`src/rtl/mult_pkg.sv`:
```
// Shared definitions for the multiply-accumulate path: FSM state encoding
// and the default widths used by both the multiplier stage and mult_acc.
package mult_pkg;

  localparam int PROD_W    = 64;
  localparam int DEF_ACC_W = 64;
  localparam int DEF_LEN_W = 8;

  typedef enum logic [1:0] {
    IDLE  = 2'd0,
    ACCUM = 2'd1,
    DONE  = 2'd2
  } state_e;

endpackage

```
`src/rtl/mult_acc.sv`:
```
// Batch accumulator behind the 64-bit multiplier: sums len products and
// presents the sum plus a sticky overflow flag through a valid/ready handshake.
//
// state | meaning
// IDLE  | waiting for the first product of a batch; acc_out reads 0
// ACCUM | summing products until eff_len words have been accepted
// DONE  | result held on acc_out/ovf until out_ready
module mult_acc
  import mult_pkg::*;
#(
  parameter int ACC_W = DEF_ACC_W,
  parameter int LEN_W = DEF_LEN_W
) (
  input  logic              CLK,
  input  logic              rst,
  input  logic [PROD_W-1:0] prod,
  input  logic              in_valid,
  output logic              in_ready,
  input  logic [LEN_W-1:0]  len,
  output logic [ACC_W-1:0]  acc_out,
  output logic              ovf,
  output logic              out_valid,
  input  logic              out_ready,
  output logic              busy
);

  state_e             state_q, state_d;
  logic [ACC_W-1:0]   acc_q, acc_d;
  logic [LEN_W-1:0]   cnt_q, cnt_d;
  logic [LEN_W-1:0]   len_q, len_d;
  logic               ovf_q, ovf_d;

  logic               in_hs;
  logic [LEN_W-1:0]   eff_len_in;
  logic [LEN_W-1:0]   cnt_inc;
  logic [ACC_W-1:0]   prod_ext;
  logic [ACC_W:0]     sum;

  // A zero-length request is treated as a single-word batch.
  assign eff_len_in = (len == '0) ? LEN_W'(1) : len;
  assign cnt_inc    = cnt_q + LEN_W'(1);
  assign prod_ext   = ACC_W'(prod);
  assign sum        = {1'b0, acc_q} + {1'b0, prod_ext};
  assign in_hs      = in_valid && in_ready;

  always_ff @(posedge CLK) begin
    if (rst) state_q <= IDLE;
    else     state_q <= state_d;
  end

  always_comb begin
    state_d = state_q;
    case (state_q)
      IDLE:    if (in_hs) state_d = (eff_len_in == LEN_W'(1)) ? DONE : ACCUM;
      ACCUM:   if (in_hs && (cnt_inc == len_q)) state_d = DONE;
      DONE:    if (out_ready) state_d = IDLE;
      default: state_d = IDLE;
    endcase
  end

  always_comb begin
    in_ready  = !rst && (state_q != DONE);
    out_valid = (state_q == DONE);
    busy      = (state_q != IDLE);
  end

  always_comb begin
    acc_d = acc_q;
    cnt_d = cnt_q;
    ovf_d = ovf_q;
    len_d = len_q;
    case (state_q)
      IDLE: begin
        if (in_hs) begin
          acc_d = prod_ext;
          cnt_d = LEN_W'(1);
          ovf_d = 1'b0;
          len_d = eff_len_in;
        end
      end
      ACCUM: begin
        if (in_hs) begin
          acc_d = sum[ACC_W-1:0];
          cnt_d = cnt_inc;
          ovf_d = ovf_q | sum[ACC_W];
        end
      end
      DONE: begin
        // Clearing on consume keeps acc_out at 0 while idle.
        if (out_ready) begin
          acc_d = '0;
          cnt_d = '0;
          ovf_d = 1'b0;
        end
      end
      default: begin
        acc_d = '0;
        cnt_d = '0;
        ovf_d = 1'b0;
      end
    endcase
  end

  always_ff @(posedge CLK) begin
    if (rst) begin
      acc_q <= '0;
      cnt_q <= '0;
      ovf_q <= 1'b0;
      len_q <= '0;
    end else begin
      acc_q <= acc_d;
      cnt_q <= cnt_d;
      ovf_q <= ovf_d;
      len_q <= len_d;
    end
  end

  assign acc_out = acc_q;
  assign ovf     = ovf_q;

endmodule

```
`config.mk`:
```
export PLATFORM = sky130hd
export DESIGN_NAME = mult_acc
export DESIGN_NICKNAME = d
export VERILOG_FILES = /design/src/rtl/mult_pkg.sv /design/src/rtl/mult_acc.sv
export SDC_FILE = /design/constraint.sdc
export NUM_CORES = 1
export LEC_CHECK = 0
export ABC_CLOCK_PERIOD_IN_PS = 5600
export BUFFER_PORTS_ARGS = -buffer_cell sky130_fd_sc_hd__buf_4
export CORE_MARGIN = 2
export CORE_UTILIZATION = 41
export DETAILED_ROUTE_END_ITERATION = 8
export MAX_ROUTING_LAYER = met4
export PLACE_DENSITY = 0.68
export SETUP_SLACK_MARGIN = 0.2
export SLEW_MARGIN = 20
export SYNTH_ARGS = -nofsm -noshare
export SYNTH_HDL_FRONTEND = slang
export SYNTH_SLANG_ARGS = --single-unit
```
`constraint.sdc`:
```
create_clock -name CLK -period 5.6 [get_ports CLK]
set_clock_uncertainty 0.2 [all_clocks]
set_input_delay 1.68 -clock CLK [delete_from_list [all_inputs] [get_ports CLK]]
set_output_delay 1.68 -clock CLK [all_outputs]
set_load 0.005 [all_outputs]
```
==> results.md, run 1 <==
- IO buf count: 143
- Vias per cell: 6.11
- Initial DRC count: 711
- Setup ws final: 1120 ps
- Final Util: 0.504
- Post-synth top flop: dfxtp_1
- Htree depth: 3
- Syn_area_per_cell: 7.65 sq um
- Vias in the first global route: 7519
- CTS Hold Bufs: 0
- Die X-Extent: 139 um
- Synth-to-Final Area Change: 20.6%
- Ys Warns: 0
- Post-route cell area: 0.00902 sq mm
- Post-synth top area share: 0.222
- DRT Wirelength: 24.7 mm
- PwrDens: 264 mW/mm^2
- Fmax: 223 MHz
- Fin. max-slew vios: 0
- CTS resizes: 0
- Async SR Flop Fraction: 0
- Leading post-synthesis cells by cell area: dfxtp_1, ha_1, a21oi_1, nor2_1, nand2_1
- Worst-Margin Slew: 913 ps
- Clk_lat worst skew: 360 ps
- Largest net degree at the start of global routing: 80
- Buffer and inverter count on the worst path: 1
- DRC errors left: 0
- Syn Inst Count: 978
- Seq/Total Area, Yosys: 0.222
- Maximum vdd drop: 223 uV
- CTS Root Cell: clkbuf_16
- Sequential Area: 0.00166 sq mm
- Synth area leader: dfxtp_1
- Synth top cells by count: a21oi_1, nor2_1, dfxtp_1, nand2_1, ha_1
- Diodes inserted: 0
- Post-Syn Area: 0.00748 sq mm
- RSZ-0062 raised after global routing: no
- Initial antenna violation count: 0
- Nets: 1225
- Yosys reg bits: 83
- Placed cell area: 0.00870 sq mm
- Crit path cell chain: buf_4, ha_1, fa_1, a21oi_1, o211a_1, or3_4, a21oi_2, o21ai_1, a21oi_1, nor2_1, o21ai_1, a2111oi_1, a2111oi_2
- CTS tree: yes
- Setup Buffers After CTS: 0
- Worst slack at placement: 780 ps
- Clock slew at reported path FFs: 70 ps
- Filler cells: 1813
- Die area: 0.0193 sq mm
- Final non-filler cell total: 1317
- Pre-antenna DRT Iters: 5
- Max-cap viol count: 0
- Minimum clock period: 4480 ps
- Slowest CP cell: a2111oi_1
- CP Class: primary input to flop
- Number of buffers on the longest clock path: 2
- IO Count: 144
- Gp weighted congestion: 0.947
- CORE AREA: 0.0179 sq mm
- Fraction of layout cells with a size suffix above 1: 0.188
- Syn nets: 1120
- Fin Setup TNS: 0 ps
- CP startpoint kind: primary input
- Synth unique cells: 77
- Crit path largest cell delay: 490 ps
- Tcrit/Tclk final: 0.801
- Worst Path Max Fanout: 3
- Fin. Hold Viols: 0
- Clk sinks: 83
- Global-route wire length before repair: 39.4 mm
- Die H: 139 um
- Worst Hold Class: flop to flop
- # rows: 49
- Wire per inst: 18.7 um
- Relative slew slack: 0.390
- Gr ovfl total: 0
- TritonCTS Buffers: 9
- Total track usage: 0.255
- Leak: 4.05 nW
- DP Cell Count: 1301
- Initial Util: 0.418
- Critical path arrival: 4490 ps
- Via Count: 8042
- CP top delay family: compound AO/OA/AOI/OAI gates
- Critical Path Sink Type: flop
- CP Data Required Time: 5610 ps
- Final setup vio count: 0
- Run status: completed
- Post-DP HPWL: 18.5 mm
- Number of synthesized flops with an enable pin: 0
- Most instantiated library cell after synthesis: a21oi_1
- Antenna Nets Post-Route: 0
- Footprint of the multi-input gates: 0.00553 sq mm
[worst paths after layout]
kind	from	endpoint	slack, ps	cells past startpoint
setup / recovery	prod[0]	ovf	1120	13
hold / removal	len_q[2]	len_q[2]	280	2
setup reg to reg	acc_out[0]	ovf	2220	12
hold reg to reg	len_q[2]	len_q[2]	280	2
[registers in the layout, summed over array words and instances (netlist names)]
name and cells:
ovf 1, cnt_q 8, acc_out 64, len_q 8, state_q 2
[metal layers]
metal / GRT usage / part of all wire / routed length (um) / up-vias
met1: 0.327 / 0.44 / 10700 / 3796
met3: 0.0625 / 0.079 / 1960 / 40
met5: - / 0 / 0 / -
met2: 0.402 / 0.46 / 11400 / 316
met4: 0.0712 / 0.022 / 535 / 0
li1: - / - / - / 3890
[layout by cell type, fill, tap and decap left out, drive strengths merged, types with 9 or more instances in the layout]
master	netlist	routed
a222oi	13	13
clkbuf	49	9
o21ai	57	57
a21o	33	33
inv	19	24
a221oi	16	16
and3	25	25
dfxtp	83	83
xnor2	33	33
o22ai	12	12
a22oi	12	12
o21bai	16	16
a21oi	107	107
xor2	33	33
mux2i	11	11
a21boi	10	10
nand2	78	78
nor3	23	23
buf	10	153
nor2	100	100
ha	65	65
nand4	18	18
a211oi	12	12
a31oi	17	17
a32oi	9	9
nand3	27	27
[where the power goes]
part / switching (W) / internal [W] / total, W
Combinational: 0.000586 / 0.000429 / 0.00102
Clock: 0.000300 / 0.000360 / 0.000660
Sequential: 0.0000560 / 0.000646 / 0.000702
Total: 0.000942 / 0.00143 / 0.00238
[final cells by class]
class / count / area share
multi-input cells: 816 / 0.613
flip-flops and latches: 83 / 0.184
repair buffers: 153 / 0.127
well taps: 229 / 0.0318
clock buffers: 9 / 0.0250
clock inverters: 7 / 0.0101
inverters: 20 / 0.00833
[cells by family (layout without fill, tap and decap cells)]
logic type               count (synthesis)  count (layout)  share of synthesized area
AO/OA/AOI/OAI                          352             352                      0.321
AND/OR/NAND/NOR                        313             313                      0.200
flip-flops                              83              83                      0.222
buffers and inverters                   79             189                     0.0405
adder cells (fa/ha/maj)                 66              66                      0.111
XOR/XNOR                                66              66                     0.0773
multiplexers                            19              19                     0.0268
[worst reg2reg max path, delay by kind of cell (launching register included)]
family / cells / cell delay (ps)
AND/OR/NAND/NOR: 2 / 330
AO/OA/AOI/OAI: 8 / 1710
flip-flops: 1 / 330
adder cells (fa/ha/maj): 2 / 640
[metrics by stage]
stage                     power [W]  hold slack [ps]
after floorplan             0.00138              248
after global placement      0.00171              262
after detailed placement    0.00172              266
after CTS                   0.00238              276
after global routing        0.00252              302
final                       0.00238              275
No activity file was read; power rests on OpenSTA's default activity.
==> inputs of run 2 (changes only) <==
Settings changed: ABC_CLOCK_PERIOD_IN_PS 5600 to 4400.
Clock period 5.6 ns to 4.4 ns, I/O delays scaled along.
==> run 2 against run 1 <==
Against the previous run:
- total power rose by 29%
- critical endpoint is now acc_out[52]
- clock-buffer cell count rose by 1
- non-clock buffer count rose by 31
- final area rose by 2.7%
- utilization rose by 1.4 points
- first-iteration DRC count fell by 12%
- clock power rose by 28%
- highest routed layer unchanged
- die area did not move
- combinational power rose by 31%
- global-route usage barely moved
==> results.md, run 2 (same netlist as run 1, synthesis figures left out) <==
- Buffer and inverter count on the worst path: 1
- Combinational Power Share: 0.436
- Total track usage: 0.255
- Max reg flops: 64
- Nets: 1256
- Number of buffers on the longest clock path: 2
- Crit path largest cell delay: 410 ps
- Filler cells: 1829
- Clock slew at reported path FFs: 70 ps
- CTS Root Cell: clkbuf_16
- Initial Util: 0.418
- CP endpoint: acc_out[52]
- Setup slack, reg-to-reg: 1070 ps
- Tcrit/Tclk final: 0.927
- Critical Path Sink Type: flop
- DRT Wirelength: 24.6 mm
- Critical path arrival: 4120 ps
- Relative slew slack: 0.593
- IO Count: 144
- Commonest non-fill, non-tap cell in the layout: buf_4
- Die area: 0.0193 sq mm
- IO buf count: 143
- Sw Ratio: 0.390
- Worst Path Max Fanout: 5
- Sequential Area: 0.00166 sq mm
- Maximum vdd drop: 222 uV
- Fmax: 245 MHz
- Via Count: 8084
- CORE AREA: 0.0179 sq mm
- Synth-to-Final Area Change: 23.8%
- Final Util: 0.517
- Vias in the first global route: 7680
- Leak: 4.21 nW
- Gp weighted congestion: 0.908
- Footprint of the multi-input gates: 0.00553 sq mm
- Fin. Hold Viols: 0
- Initial antenna violation count: 0
- # rows: 49
- Worst-Margin Slew: 611 ps
- Htree depth: 3
- Global-route wire length before repair: 39.2 mm
- Die H: 139 um
- Setup Buffers After CTS: 0
- Pre-antenna DRT Iters: 8
- TritonCTS Buffers: 9
- Crit path from: prod[0]
- Levels on crit path: 13
- Fraction of layout cells with a size suffix above 1: 0.210
- Setup ws final: 321 ps
- R2R Path End: acc_out[52]
- Clk sinks: 83
- Post-DP HPWL: 18.8 mm
- Hold Slack: 269 ps
- CTS Hold Bufs: 0
- Worst Hold Class: flop to flop
- Fin Setup TNS: 0 ps
- Fin. max-slew vios: 0
- Final Total Pwr: 0.00307 W
- Most frequent cells in the layout: buf_4, a21oi_1, nor2_1
- Internal power: 0.00187 W
- Clk_lat worst skew: 360 ps
- Vias per cell: 6.00
- CP top delay family: compound AO/OA/AOI/OAI gates
- RR Startpoint: acc_out[0]
- Run status: completed
- CTS resizes: 0
- Largest net degree at the start of global routing: 50
- R2R cell count: 12
- CP Data Required Time: 4440 ps
- DRC errors left: 0
- Hold wc startpoint: len_q[5]
- Antenna Nets Post-Route: 0
- Wire per inst: 18.3 um
- PwrDens: 332 mW/mm^2
- RSZ-0062 raised after global routing: no
- Gr ovfl total: 0
- Initial DRC count: 626
- Crit path cell chain: buf_4, ha_1, fa_1, a21oi_1, o211a_1, or3_4, nand2_2, a31o_4, a221oi_4, o31ai_4, a31oi_1, a21boi_0, o21ai_1
- Clk pwr share: 0.275
- Flop pwr share: 0.289
- Final setup vio count: 0
- Switch Pwr: 0.00120 W
- Worst slack at placement: -11.3 ps
- CP Class: primary input to flop
- Minimum clock period: 4080 ps
- CTS tree: yes
- Diodes inserted: 0
- Die X-Extent: 139 um
- Max-cap viol count: 0
- Slowest CP cell: fa_1
- CP startpoint kind: primary input
## run 2: layout make-up
class,instances,share of cell area
flip-flops and latches,83,0.179
well taps,229,0.0309
inverters,20,0.00811
repair buffers,184,0.151
multi-input cells,816,0.597
clock inverters,6,0.00838
clock buffers,10,0.0258
## run 2: per-layer routing
| metal | share of wire | up-vias | track usage |
|---|---|---|---|
| met1 | 0.43 | 3810 | 0.312 |
| met4 | 0.021 | 0 | 0.0696 |
| met3 | 0.082 | 40 | 0.0704 |
| met5 | 0 | - | - |
| li1 | - | 3950 | - |
| met2 | 0.47 | 284 | 0.416 |
## run 2: power by group through the flow
stage | registers, W | clock network, W | logic (W)
detailed placement | 0.000904 | 0 | 0.00132
floorplan | 0.000893 | 0 | 0.000863
global placement | 0.000903 | 0 | 0.00131
finish | 0.000887 | 0.000845 | 0.00134
global route | 0.000898 | 0.000891 | 0.00147
CTS | 0.000887 | 0.000854 | 0.00133
## run 2: how the worst min path moves through the flow
stage | cells past startpoint | endpoint | slack [ps]
final | 2 | len_q[5] | 270
after floorplan | 2 | len_q[2] | 250
after detailed placement | 2 | len_q[5] | 260
after global placement | 2 | len_q[6] | 260
after global routing | 2 | len_q[2] | 300
after CTS | 2 | len_q[5] | 270
## run 2: worst reg2reg max path, cell delays in order, from the launching register on
cell      delay (ps)
dfxtp_1          330
ha_1             240
fa_1             410
a21oi_1          250
o211a_1          220
or3_4            140
nand2_2           80
a31o_4           260
a221oi_4         350
o31ai_4          140
a31oi_1          150
a21boi_0         330
o21ai_1          100
## run 2: through the flow
step                      cell area (sq um)  instances
after floorplan                        7480        978
after detailed placement               8940       1332
after global routing                   9260       1348
after global placement                 8940       1332
final                                  9260       1348
after CTS                              9260       1348
